--- config.mk ---
export PLATFORM = sky130hd
export DESIGN_NAME = fir_tdm_mac
export DESIGN_NICKNAME = d
export VERILOG_FILES = /design/src/rtl/fir_tdm_mac.sv
export SDC_FILE = /design/constraint.sdc
export NUM_CORES = 1
export LEC_CHECK = 0
export ABC_AREA = 1
export CORE_MARGIN = 3
export CORE_UTILIZATION = 64
export CTS_BUF_LIST = sky130_fd_sc_hd__clkbuf_8 sky130_fd_sc_hd__clkbuf_16
export DETAILED_ROUTE_END_ITERATION = 10
export PLACE_DENSITY_LB_ADDON = 0.08
export SLEW_MARGIN = 15
export SYNTH_ARGS = -nofsm -noshare
export SYNTH_HDL_FRONTEND = slang
export SYNTH_SLANG_ARGS = --single-unit
--- constraint.sdc ---
create_clock -name clk -period 9.7 [get_ports clk]
set_input_delay 1.94 -clock clk [delete_from_list [all_inputs] [get_ports clk]]
set_output_delay 1.94 -clock clk [all_outputs]
set_load 0.02 [all_outputs]
--- src/rtl/fir_tdm_mac.sv ---
// fir_tdm_mac: multi-channel FIR sharing one MAC, with loadable taps and per-tap product truncation.
// Optional macro FIR_TDM_SAT_EN makes the output saturate; by default it wraps.
module fir_tdm_mac #(
    parameter int NUM_TAPS    = 15,
    parameter int NUM_CH      = 2,
    parameter int COE_INTE_WL = 4,
    parameter int COE_FRAC_WL = 8,
    parameter int IN_INTE_WL  = 4,
    parameter int IN_FRAC_WL  = 8,
    parameter int OUT_INTE_WL = 4,
    parameter int OUT_FRAC_WL = 8,
    parameter int ACC_FRAC_WL = 12,
    parameter int PRODUCT_FRAC_WL_ARRAY [0:NUM_TAPS-1] =
        '{12, 11, 11, 12, 11, 9, 10, 10, 11, 8, 9, 9, 10, 11, 10}
) (
    input  logic                                        clk,
    input  logic                                        rst,
    input  logic [IN_INTE_WL+IN_FRAC_WL-1:0]            data_in,
    input  logic [((NUM_CH > 1) ? $clog2(NUM_CH) : 1)-1:0] in_ch,
    input  logic                                        in_valid,
    output logic                                        in_ready,
    input  logic                                        coe_we,
    input  logic [((NUM_TAPS > 1) ? $clog2(NUM_TAPS) : 1)-1:0] coe_addr,
    input  logic [COE_INTE_WL+COE_FRAC_WL-1:0]          coe_data,
    output logic                                        coe_err,
    output logic [OUT_INTE_WL+OUT_FRAC_WL-1:0]          data_out,
    output logic [((NUM_CH > 1) ? $clog2(NUM_CH) : 1)-1:0] out_ch,
    output logic                                        out_valid
);

    localparam int COE_W    = COE_INTE_WL + COE_FRAC_WL;
    localparam int IN_W     = IN_INTE_WL + IN_FRAC_WL;
    localparam int OUT_W    = OUT_INTE_WL + OUT_FRAC_WL;
    localparam int CH_W     = (NUM_CH > 1) ? $clog2(NUM_CH) : 1;
    localparam int K_W      = (NUM_TAPS > 1) ? $clog2(NUM_TAPS) : 1;
    localparam int PRD_W    = COE_W + IN_W;
    localparam int PRD_FRAC = COE_FRAC_WL + IN_FRAC_WL;
    localparam int ACC_W    = COE_INTE_WL + IN_INTE_WL + $clog2(NUM_TAPS)
                              + ACC_FRAC_WL;
    localparam int EXT_W    = ACC_W + PRD_W;
    localparam int OUT_SH   = ACC_FRAC_WL - OUT_FRAC_WL;

    typedef enum logic [1:0] {
        S_IDLE,
        S_MAC,
        S_OUT
    } state_t;

    state_t                    r_state;
    state_t                    w_state_nxt;

    logic signed [IN_W-1:0]    r_dly  [NUM_CH][NUM_TAPS];
    logic signed [COE_W-1:0]   r_coef [NUM_TAPS];
    logic signed [ACC_W-1:0]   r_acc;
    logic [K_W-1:0]            r_k;
    logic [CH_W-1:0]           r_ch;
    logic                      r_live;
    logic [OUT_W-1:0]          r_dout;
    logic [CH_W-1:0]           r_out_ch;
    logic                      r_out_valid;
    logic                      r_coe_err;

    logic                      w_accept;
    logic                      w_ch_ok;
    logic                      w_coe_ok;
    logic                      w_coe_wr;
    logic signed [PRD_W-1:0]   w_prod;
    logic [7:0]                w_sh_r;
    logic [7:0]                w_sh_l;
    logic signed [ACC_W-1:0]   w_term;
    logic [OUT_W-1:0]          w_dout;

    assign in_ready  = r_live & (r_state == S_IDLE);
    assign coe_err   = r_coe_err;
    assign data_out  = r_dout;
    assign out_ch    = r_out_ch;
    assign out_valid = r_out_valid;

    assign w_accept = in_valid & in_ready;
    assign w_ch_ok  = int'(in_ch) < NUM_CH;
    assign w_coe_ok = int'(coe_addr) < NUM_TAPS;
    assign w_coe_wr = coe_we & w_coe_ok & (r_state == S_IDLE);

    always_ff @(posedge clk or negedge rst) begin
        if (!rst) begin
            r_state <= S_IDLE;
        end else begin
            r_state <= w_state_nxt;
        end
    end

    always_comb begin
        w_state_nxt = r_state;
        unique case (r_state)
            S_IDLE: begin
                if (w_accept && w_ch_ok) begin
                    w_state_nxt = S_MAC;
                end
            end
            S_MAC: begin
                if (r_k == K_W'(NUM_TAPS - 1)) begin
                    w_state_nxt = S_OUT;
                end
            end
            S_OUT: begin
                w_state_nxt = S_IDLE;
            end
            default: begin
                w_state_nxt = S_IDLE;
            end
        endcase
    end

    // Floor the product to this tap's fraction length, then align to the accumulator.
    assign w_prod = PRD_W'(r_coef[r_k]) * PRD_W'(r_dly[r_ch][r_k]);

    always_comb begin
        w_sh_r = 8'(PRD_FRAC - PRODUCT_FRAC_WL_ARRAY[r_k]);
        w_sh_l = 8'(ACC_FRAC_WL - PRODUCT_FRAC_WL_ARRAY[r_k]);
        w_term = ACC_W'((EXT_W'(w_prod) >>> w_sh_r) <<< w_sh_l);
    end

`ifdef FIR_TDM_SAT_EN
    localparam logic signed [ACC_W-1:0] OUT_MAX =
        {{(ACC_W-OUT_W+1){1'b0}}, {(OUT_W-1){1'b1}}};
    localparam logic signed [ACC_W-1:0] OUT_MIN =
        {{(ACC_W-OUT_W+1){1'b1}}, {(OUT_W-1){1'b0}}};

    logic signed [ACC_W-1:0]   w_q;

    always_comb begin
        w_q = r_acc >>> OUT_SH;
        if (w_q > OUT_MAX) begin
            w_dout = OUT_MAX[OUT_W-1:0];
        end else if (w_q < OUT_MIN) begin
            w_dout = OUT_MIN[OUT_W-1:0];
        end else begin
            w_dout = w_q[OUT_W-1:0];
        end
    end
`else
    assign w_dout = r_acc[OUT_SH +: OUT_W];
`endif

    always_ff @(posedge clk or negedge rst) begin
        if (!rst) begin
            r_live      <= 1'b0;
            r_k         <= '0;
            r_ch        <= '0;
            r_acc       <= '0;
            r_dout      <= '0;
            r_out_ch    <= '0;
            r_out_valid <= 1'b0;
            r_coe_err   <= 1'b0;
            for (int c = 0; c < NUM_CH; c++) begin
                for (int t = 0; t < NUM_TAPS; t++) begin
                    r_dly[c][t] <= '0;
                end
            end
            for (int t = 0; t < NUM_TAPS; t++) begin
                r_coef[t] <= '0;
            end
        end else begin
            r_live      <= 1'b1;
            r_out_valid <= 1'b0;
            r_coe_err   <= coe_we & ~w_coe_wr;
            if (w_coe_wr) begin
                r_coef[coe_addr] <= coe_data;
            end
            if (w_accept && w_ch_ok) begin
                r_dly[in_ch][0] <= data_in;
                for (int t = NUM_TAPS - 1; t > 0; t--) begin
                    r_dly[in_ch][t] <= r_dly[in_ch][t-1];
                end
                r_ch  <= in_ch;
                r_acc <= '0;
                r_k   <= '0;
            end
            if (r_state == S_MAC) begin
                r_acc <= r_acc + w_term;
                r_k   <= r_k + K_W'(1);
            end
            if (r_state == S_OUT) begin
                r_dout      <= w_dout;
                r_out_ch    <= r_ch;
                r_out_valid <= 1'b1;
            end
        end
    end

endmodule

==> Yosys cells after proc, flatten, opt, wreduce, memory -nomap -nowiden <==
Memories as Yosys holds them, arrays and structs flattened.
Cells that the tools add are included.
{ "classes": {"add_sub_neg": 4, "multipliers": 1, "magnitude_cmp": 7, "n_eq_ne": 5, "shifts": 2, "n_mux": 70, "n_bitwise": 10, "reduce_logical": 5} }
{ "op_table": {"columns": ["cell", "count"], "rows": [
  ["360-bit bitwise mux", 15],
  ["180-bit demux with 1-bit select", 15],
  ["180-bit 2-to-1 mux", 7],
  ["180-bit bitwise mux", 1],
  ["168-bit 2-to-1 mux", 1],
  ["156-bit 2-to-1 mux", 1],
  ["144-bit 2-to-1 mux", 1],
  ["132-bit 2-to-1 mux", 1],
  ["120-bit 2-to-1 mux", 1],
  ["108-bit 2-to-1 mux", 1],
  ["12-bit binary-select mux with 4-bit select", 2],
  ["96-bit 2-to-1 mux", 1],
  ["84-bit 2-to-1 mux", 1],
  ["12-bit 2-to-1 mux", 6],
  ["24-bit 2-to-1 mux", 3],
  ["72-bit 2-to-1 mux", 1],
  ["60-bit 2-to-1 mux", 1],
  ["12-bit demux with 4-bit select", 1],
  ["48-bit 2-to-1 mux", 1],
  ["48-bit by 8-bit <<< shifter with 24-bit output", 1],
  ["24-bit by 8-bit >>> shifter with 48-bit output", 1],
  ["36-bit 2-to-1 mux", 1],
  ["24-bit adder", 1],
  ["12-bit by 12-bit multiplier with 24-bit output", 1],
  ["25 further kinds", 38]
]} }
{ "totals": {"ff_bits": 587, "mem_bits_ro": 512, "input_bits": 33, "out_inout_bits": 16, "word_cells": 159, "memories": 1} }
{ "memory_table": {"columns": ["name", "depth", "word_bits", "rd", "rd_clocked_by_memory_dff", "write_ports", "line_no", "text"], "rows": [
  ["(name not given)", 16, 32, 1, 0, 0, "119", "w_sh_l = 8'(ACC_FRAC_WL - PRODUCT_FRAC_WL_ARRAY[r_k]);"]
]} }

==> Logic depth before layout (Yosys ltp) <==
Gate-level depths: netlist (run 1).
{ "depth": {"depth_word": 20, "depth_mapped": 61, "depth_no_buf": 57} }

==> Worst setup path before layout (run 1) <==
Ideal clock, no wire load.
{ "synth_timing": {"path_kind": "flip-flop to flip-flop", "startpoint": "register r_k[0]", "endpoint": "register r_acc[15]", "setup_time_ns": 0.118, "t_arrival_ns": 7.993, "t_required_ns": 9.582, "path_slack_ns": 1.589, "path_stages_with_launch": 56, "path_buffers": 4, "period_less_slack_ns": 8.111, "cell_sequence": "dfrtp_1 > buf_2 > buf_4 > buf_4 > clkbuf_1 > o21ai_0 > o221ai_1 > nand4_1 > nand2_1 > clkinv_1 > nor2_1 > inv_1 > fa_1 > inv_1 > ha_1 > inv_1 > fa_1 > fa_1 > [20 not listed] > nand3_1 > nand2_1 > inv_1 > ha_1 > inv_1 > nor3_1 > nand3_1 > nand3_1 > a21oi_1 > o21ai_0 > nand2_1 > nand2_1 > a21oi_1 > xor2_1 > inv_1 > nand3_1 > nand3_1 > nand2_1"} }
{ "synth_between": {"elab_chain_len": 9, "elab_cells_between_ends": 17, "cone_classes": "add/sub: 3; mul: 1; shift: 2; mux: 9; bitwise: 1; memory: 1"} }
{ "synth_lines": {"columns": ["element", "line_no", "text"], "rows": [
  ["from (decl)", "55", "logic [K_W-1:0] r_k;"],
  ["from (signal assigned)", "181", "r_k <= r_k + K_W'(1);"],
  ["4-bit NOT with 5-bit output (implied by the code) *", "115, 118, 119", null],
  ["12-bit binary-select mux with 4-bit select or memory 16 x 32 bit (tied branches)", null, null],
  ["12-bit 2-to-1 mux (implied by the code) or 8-bit 2-to-1 mux (tied branches) (2 in a row)", "115, 119", null],
  ["12-bit by 12-bit multiplier with 24-bit output or 6-bit by 8-bit subtractor with 8-bit output (tied branches)", "115, 118", null],
  ["24-bit by 8-bit >>> shifter with 48-bit output", "120", "w_term = ACC_W'((EXT_W'(w_prod) >>> w_sh_r) <<< w_sh_l);"],
  ["48-bit by 8-bit <<< shifter with 24-bit output *", "120", null],
  ["24-bit adder *", "180", "r_acc <= r_acc + w_term;"],
  ["24-bit 2-to-1 mux *", "179", "if (r_state == S_MAC) begin"],
  ["to (signal assigned)", "180", null],
  ["to (decl)", "54", "logic signed [ACC_W-1:0] r_acc;"]
]} }
Every way passes the cells marked *; elsewhere a longest branch is shown, timed or not. The select of a mux whose other input is x is not followed.
A chain may end at the register's enable or synchronous reset.

==> Worst setup path in the final report (run 1) <==
Ends and elaborated chain as after synthesis.

==> results of run 1 <==
-- sequential cells by signal, indices dropped and copies added (netlist names), 2 cells and up --
signal	flops
data_out	12
r_k	4
r_state	2
r_acc	16
r_coef	180
r_dly	360
-- layout by cell type, fill, tap and decap left out, drive strengths merged, types with 15 or more instances in the layout --
cell and count:
o22ai 25, ha 72, buf 91, dfrtp 579, o21ai 720, nand4 18
nand3 242, mux2 27, a21oi 233, fa 139, o21a 66, clkbuf 81
nor2 228, clkinv 20, nand2 1043, o211ai 15, inv 540, clkdlybuf4s50 47
-- worst max-delay path: cells and delay by family (launching register included) --
family	cells	cell delay, ns
compound gates	9	1.29
xor+xnor	1	0.16
fa+ha+maj	7	3.26
buf+inv	6	0.81
flops	1	0.58
mux	1	0.12
simple gates	23	2.68
-- logic make-up (layout without fill, tap and decap cells) --
group	count (synthesis)	in the layout
AND/OR/NAND/NOR	1558	1558
XOR/XNOR	8	8
flip-flops	579	579
adder cells (fa/ha/maj)	211	211
multiplexers	34	34
AO/OA/AOI/OAI	1114	1114
other	1	1
buffers and inverters	791	786
-- final timing paths --
path	from	end	slack [ns]	cells after the start
min in group asynchronous	rst	r_dly[200]$_DFFE_PN0P_	1.38	1
min reg2reg	r_dly[193]$_DFFE_PN0P_	r_dly[181]$_DFFE_PN0P_	0.45	2
min	r_dly[193]$_DFFE_PN0P_	r_dly[181]$_DFFE_PN0P_	0.45	2
max in group asynchronous	rst	r_k[0]$_DFFE_PN0P_	6.82	2
max	r_k[0]$_DFFE_PN0P_	r_acc[15]$_DFFE_PN0P_	0.67	47
max reg2reg	r_k[0]$_DFFE_PN0P_	r_acc[15]$_DFFE_PN0P_	0.67	47
-- repair_timing --
| item | CTS | global route |
|---|---|---|
| setup buffers | 0 | 7 |
| resized for setup | 0 | 51 |
| endpoints found under the setup margin | 0 | 4 |
-- stage by stage --
stage | util | hold WS (ns) | setup WS [ns]
6_report | 0.7204 | 0.4533 | 0.6693
4_1_cts | 0.7153 | 0.4543 | 0.3903
3_5_place_dp | 0.6749 | 0.4656 | 0.4477
3_3_place_gp | 0.6749 | 0.4600 | 0.4359
2_1_floorplan | - | 0.4478 | 1.589
5_1_grt | 0.7204 | 0.4890 | -0.03965
-- cell type report --
class	instances	area [µm²]
clock buffer	79	1752
clock inverter	31	354.1
fill	4144	14550
inverter	536	2057
multi-input combinational	2926	16600
sequential	579	14500
tap	680	850.8
timing repair buffer	140	1363
-- routing by layer --
layer / track usage / share of wire
met5: 0 / 0
met3: 0.04635 / 0.071
met2: 0.5135 / 0.46
met1: 0.4616 / 0.44
met4: 0.09346 / 0.028
==> run summary, run 1 <==
Io pins -> 49
Slew Limit Headroom -> 0.2425
Tcrit/Tclk final -> 0.9310
Layout Area Growth over Synthesis -> 9.846%
Number of flip-flops and latches in the synthesized netlist -> 579
Clock tree skew after final layout -> 0.03890 ns
Clock buffer count from CTS -> 59
Number of inserted diodes -> 0
RD Place Congestion -> 0.9182
Leading area contributor after synthesis -> sky130_fd_sc_hd__dfrtp_1
Wirelength per Cell -> 18.28 µm
Iteration count of the initial detailed-routing pass -> 6
Count of final hold-check violations -> 0
Aggregate negative setup slack -> 0 ns
Number of H-tree levels -> 2
Top post-synthesis cells by area -> sky130_fd_sc_hd__dfrtp_1 (42%), sky130_fd_sc_hd__nand2_1 (11%), sky130_fd_sc_hd__o21ai_0 (10%), sky130_fd_sc_hd__fa_1 (8.2%), sky130_fd_sc_hd__inv_1 (5.7%)
Std cell rows -> 83
Area after DPL -> 0.03511 mm²
Clock latency reported for the late side of the worst-skew pair -> 0.64 ns
Compound-cell area share of the yosys netlist -> 0.1769
Endpoint kind of the worst setup timing path -> register
Largest family of logic cells by synthesized area -> simple AND/OR/NAND/NOR gates
Post-route ant nets -> 0
Share of the synthesized area in the top cell type -> 0.4246
Xor/xnor cell area share of the yosys netlist -> 0.002054
Number of I/O port buffers -> 48
Status -> finished, final reports clean
Crit-path slowest cell -> sky130_fd_sc_hd__fa_1
Clock tree from TritonCTS -> done
Count of hold-fix buffers inserted at cts -> 0
Via count of the first global-routing pass -> 27630
CP Class -> register to register
Post-synth design cell area -> 0.03412 mm²
Number of antenna violations at the first check in global routing -> 0
List of most frequent post-synthesis cells -> sky130_fd_sc_hd__nand2_1 (1040), sky130_fd_sc_hd__o21ai_0 (708), sky130_fd_sc_hd__dfrtp_1 (579)
Reg clk slew, reported paths -> 0.06 ns
Net count reported at finish -> 4486
Sequential area share after synthesis -> 0.4246
Mean instance size in the synthesized netlist -> 7.942 µm²
Critical path data required time -> 10.20 ns
GRT Resource Usage Total -> 0.3213
Number of enable-type register cells in the synthesized netlist -> 0
Multiplexer area fraction after synthesis -> 0.01096
Most common cell in the synthesized netlist -> sky130_fd_sc_hd__nand2_1
Primary flip-flop cell chosen by synthesis mapping -> sky130_fd_sc_hd__dfrtp_1
Die Y-Extent -> 236.9 µm
Effective utilization at floorplan -> 0.6558
Placeable Area -> 0.05203 mm²
Final slew viol count -> 0
Via count -> 29090
Max-Cap Viols -> 0
Final critical-path required period -> 9.031 ns
Final standard cell area without fillers -> 0.03748 mm²
Die Span X -> 236.9 µm
Mapped Nets -> 4540
Path class of the lowest-slack min-delay path -> register to register
Maximum number of buffers from clock root to sink -> 3
Average via count per standard cell -> 5.853
Sum of routed wire length over all layers -> 90.86 mm
Number of non-filler instances in the completed layout -> 4971
Largest net degree at the start of global routing -> 170
GRT overflow -> 0
Full die area -> 0.05612 mm²
DRC marker count from the first detailed-route iteration -> 2924
Max Fclk -> 110.7 MHz
Fraction of layout instances using a drive strength above 1 -> 0.06805
Post-synthesis share of cell area spent on and, or, nand and nor gates -> 0.1854
DR DRC count -> 0
Final setup violation count -> 0
Transition time of the tightest slew-check pin -> 1.136 ns
Async set-or-reset flop fraction in the synthesized netlist -> 1.000
Kind of launch point of the worst setup path -> register
Worst-path maximum fanout -> 53
Half-perimeter wire length of the detailed placement result -> 59.47 mm
Clk Tree Root Cell -> sky130_fd_sc_hd__clkbuf_16
Adder and majority gate portion of the synthesized area -> 0.1080
Max stage delay on crit path -> 0.59 ns
Count of distinct cell types in the synthesized netlist -> 58
Global-route wire length before repair -> 147.1 mm
Placed insts -> 4852
Total number of clock tree sinks -> 579
Yosys Warn Count -> 0
Cell count after synthesis -> 4296
Crit path DAT -> 9.53 ns
Power of run 1 is not shown: default switching activity piles up to over one toggle a cycle in this logic, so the estimate is an artifact.
==> run 2, diff against run 1 <==
CORE_UTILIZATION = 58   (was 64)
clock period = 7.8 ns   (was 9.7 ns; I/O delays follow)
==> run summary, run 2 (synthesis gave the netlist of run 1 again) <==
Most frequent standard cell in the layout excluding fill and tap cells -> sky130_fd_sc_hd__nand2_1 (unchanged)
Cell mode on critical path -> sky130_fd_sc_hd__nand2_1
Slew Limit Headroom -> 0.3206 (was 0.2425)
Final setup slack of the worst path -> -0.9365 ns (was 0.6693 ns)
Area after DPL -> 0.03929 mm² (was 0.03511 mm²)
DR DRC count -> 0 (unchanged)
Endpoint kind of the worst setup timing path -> register (unchanged)
Final slew viol count -> 0 (unchanged)
Effective utilization at floorplan -> 0.5891 (was 0.6558)
R2r setup slk -> -0.94 ns (was 0.67 ns)
Clock buffer count from CTS -> 61 (was 59)
Max stage delay on crit path -> 0.57 ns (was 0.59 ns)
Multi-input combinational cell area -> 0.01839 mm² (was 0.01660 mm²)
Final standard cell area without fillers -> 0.04438 mm² (was 0.03748 mm²)
GRT overflow -> 0 (unchanged)
Max reg flops -> 360 (unchanged)
Count of hold-fix buffers inserted at cts -> 0 (unchanged)
Max-Cap Viols -> 0 (unchanged)
Transition time of the tightest slew-check pin -> 1.019 ns (was 1.136 ns)
Register with the most flip-flops -> r_dly (unchanged)
Number of inserted diodes -> 0 (unchanged)
Sum of routed wire length over all layers -> 103.2 mm (was 90.86 mm)
Maximum number of buffers from clock root to sink -> 3 (unchanged)
Reg-to-reg endpoint -> r_acc[14]$_DFFE_PN0P_ (was r_acc[15]$_DFFE_PN0P_)
Clock tree skew after final layout -> 0.02052 ns (was 0.03890 ns)
Critical path data required time -> 8.33 ns (was 10.20 ns)
Clock tree from TritonCTS -> done (unchanged)
Number of I/O port buffers -> 48 (unchanged)
Number of H-tree levels -> 2 (unchanged)
Full die area -> 0.06177 mm² (was 0.05612 mm²)
Reg clk slew, reported paths -> 0.06 ns (about the same)
Crit path DAT -> 9.27 ns (was 9.53 ns)
RD Place Congestion -> 0.9485 (was 0.9182)
Placeable Area -> 0.05792 mm² (was 0.05203 mm²)
Worst slack after detailed placement -> -0.9504 ns (was 0.4477 ns)
Worst-path maximum fanout -> 6 (was 53)
Post-route ant nets -> 0 (unchanged)
Clock latency reported for the late side of the worst-skew pair -> 0.64 ns (about the same)
Io pins -> 49 (unchanged)
Net count reported at finish -> 5042 (was 4486)
Clk Tree Root Cell -> sky130_fd_sc_hd__clkbuf_16 (unchanged)
Crit-path slowest cell -> sky130_fd_sc_hd__fa_1 (unchanged)
Wirelength per Cell -> 18.39 µm (was 18.28 µm)
Fill cell total of the finished layout -> 4258 (was 4144)
Path class of the lowest-slack min-delay path -> register to register (unchanged)
Via count of the first global-routing pass -> 30440 (was 27630)
Sequential cell area in the final layout -> 0.01450 mm² (unchanged)
Iteration count of the initial detailed-routing pass -> 5 (was 6)
Share of the core filled with cells in the final layout -> 0.7662 (was 0.7204)
Die Y-Extent -> 248.5 µm (was 236.9 µm)
Fraction of layout instances using a drive strength above 1 -> 0.2526 (was 0.06805)
Cell depth of the worst min-delay path -> 2 (unchanged)
Hold Crit Start -> r_dly[4]$_DFFE_PN0P_ (was r_dly[193]$_DFFE_PN0P_)
Worst setup path startpoint -> r_k[0]$_DFFE_PN0P_ (unchanged)
Kind of launch point of the worst setup path -> register (unchanged)
Count of final hold-check violations -> 0 (unchanged)
Failing checks -> setup timing
Average via count per standard cell -> 5.648 (was 5.853)
Die Span X -> 248.5 µm (was 236.9 µm)
Std cell rows -> 88 (was 83)
Status -> finished, violations left (was finished, final reports clean)
Via count -> 31710 (was 29090)
RSZ-0062 raised after global routing -> yes
Final setup violation count -> 12 (was 0)
Number of antenna violations at the first check in global routing -> 1 (was 0)
Half-perimeter wire length of the detailed placement result -> 67.10 mm (was 59.47 mm)
Layout Area Growth over Synthesis -> 30.06% (was 9.846%)
Global-route wire length before repair -> 163.3 mm (was 147.1 mm)
Count of cells along the worst register-to-register path -> 52 (was 47)
CP Class -> register to register (unchanged)
Worst reg2reg path startpoint -> r_k[0]$_DFFE_PN0P_ (unchanged)
Worst Hold Path EP -> r_dly[4]$_DFFE_PN0P_ (was r_dly[181]$_DFFE_PN0P_)
GRT Resource Usage Total -> 0.3246 (was 0.3213)
Leading cell types in the layout, fill and taps excluded -> sky130_fd_sc_hd__nand2_1 (963), sky130_fd_sc_hd__o21ai_0 (646), sky130_fd_sc_hd__dfrtp_1 (575), sky130_fd_sc_hd__buf_4 (542), sky130_fd_sc_hd__inv_1 (478) (was sky130_fd_sc_hd__nand2_1 (1035), sky130_fd_sc_hd__o21ai_0 (704), sky130_fd_sc_hd__dfrtp_1 (575), sky130_fd_sc_hd__inv_1 (520), sky130_fd_sc_hd__nand3_1 (240))
Tcrit/Tclk final -> 1.120 (was 0.9310)
Biggest registers after layout -> r_dly (360), r_coef (180), r_acc (16) (unchanged)
Largest net degree at the start of global routing -> 215 (was 170)
DRC marker count from the first detailed-route iteration -> 2937 (was 2924)
Max Fclk -> 114.5 MHz (was 110.7 MHz)
Final critical-path required period -> 8.737 ns (was 9.031 ns)
Total number of clock tree sinks -> 579 (unchanged)
## run 2: cell types whose count changed in the layout (fill, tap and decap cells not counted), moves of 58 or more
cell / before / now
sky130_fd_sc_hd__buf_4: 77 / 542
sky130_fd_sc_hd__o21ai_0: 704 / 646
sky130_fd_sc_hd__nand3_2: 2 / 89
sky130_fd_sc_hd__nand2_1: 1035 / 963
sky130_fd_sc_hd__nand2_2: 4 / 64
sky130_fd_sc_hd__nand3_1: 240 / 146
## run 2: area by class of cell
class,instances,share of cell area
multi-input combinational,2926,0.4144
sequential,579,0.3267
timing repair buffer,691,0.1406
inverter,536,0.04692
clock buffer,83,0.04148
tap,765,0.02157
clock inverter,32,0.007444
timing repair inverter,3,0.0009023
## run 2: what timing repair did
item,CTS,global route
setup endpoints to repair,12,14
gates resized for setup,290,284
pin swaps,90,158
gates cloned,10,4
setup buffers,41,32
## run 2: layer usage
layer	track usage	wire length (µm)	share of wire
met1	0.4795	45410	0.44
met4	0.08438	3187	0.031
met5	0	13	0.00013
met3	0.04958	7519	0.073
met2	0.5051	47120	0.46
## run 2: worst max path at each step
stage          slack, ns               endpoint  cells past startpoint
2_1_floorplan       0.01  r_acc[15]$_DFFE_PN0P_                     49
3_3_place_gp       -0.98  r_acc[15]$_DFFE_PN0P_                     53
3_5_place_dp       -0.95  r_acc[14]$_DFFE_PN0P_                     52
4_1_cts            -0.55  r_acc[15]$_DFFE_PN0P_                     56
5_1_grt            -1.26  r_acc[14]$_DFFE_PN0P_                     54
6_report           -0.94  r_acc[14]$_DFFE_PN0P_                     52
## run 2: stage by stage
stage | hold WS, ns | TNS, ns | std cells
detailed placement | 0.4651 | -5.586 | 5421
global placement | 0.4557 | -5.466 | 5421
floorplan | 0.4478 | 0 | 4296
finish | 0.4805 | -5.332 | 5615
global route | 0.4919 | -8.857 | 5615
CTS | 0.4814 | -1.864 | 5586
## run 2: worst max-delay path, delay by kind of cell, from the launching register on
| family | cells | cell delay, ns |
|---|---|---|
| adders and majority gates | 7 | 3.05 |
| and+or+nand+nor | 22 | 2.36 |
| AOI/OAI and AO/OA | 12 | 1.48 |
| buffers and inverters | 11 | 1.17 |
| DFF | 1 | 0.53 |
Power of run 2 is left out for the same reason.
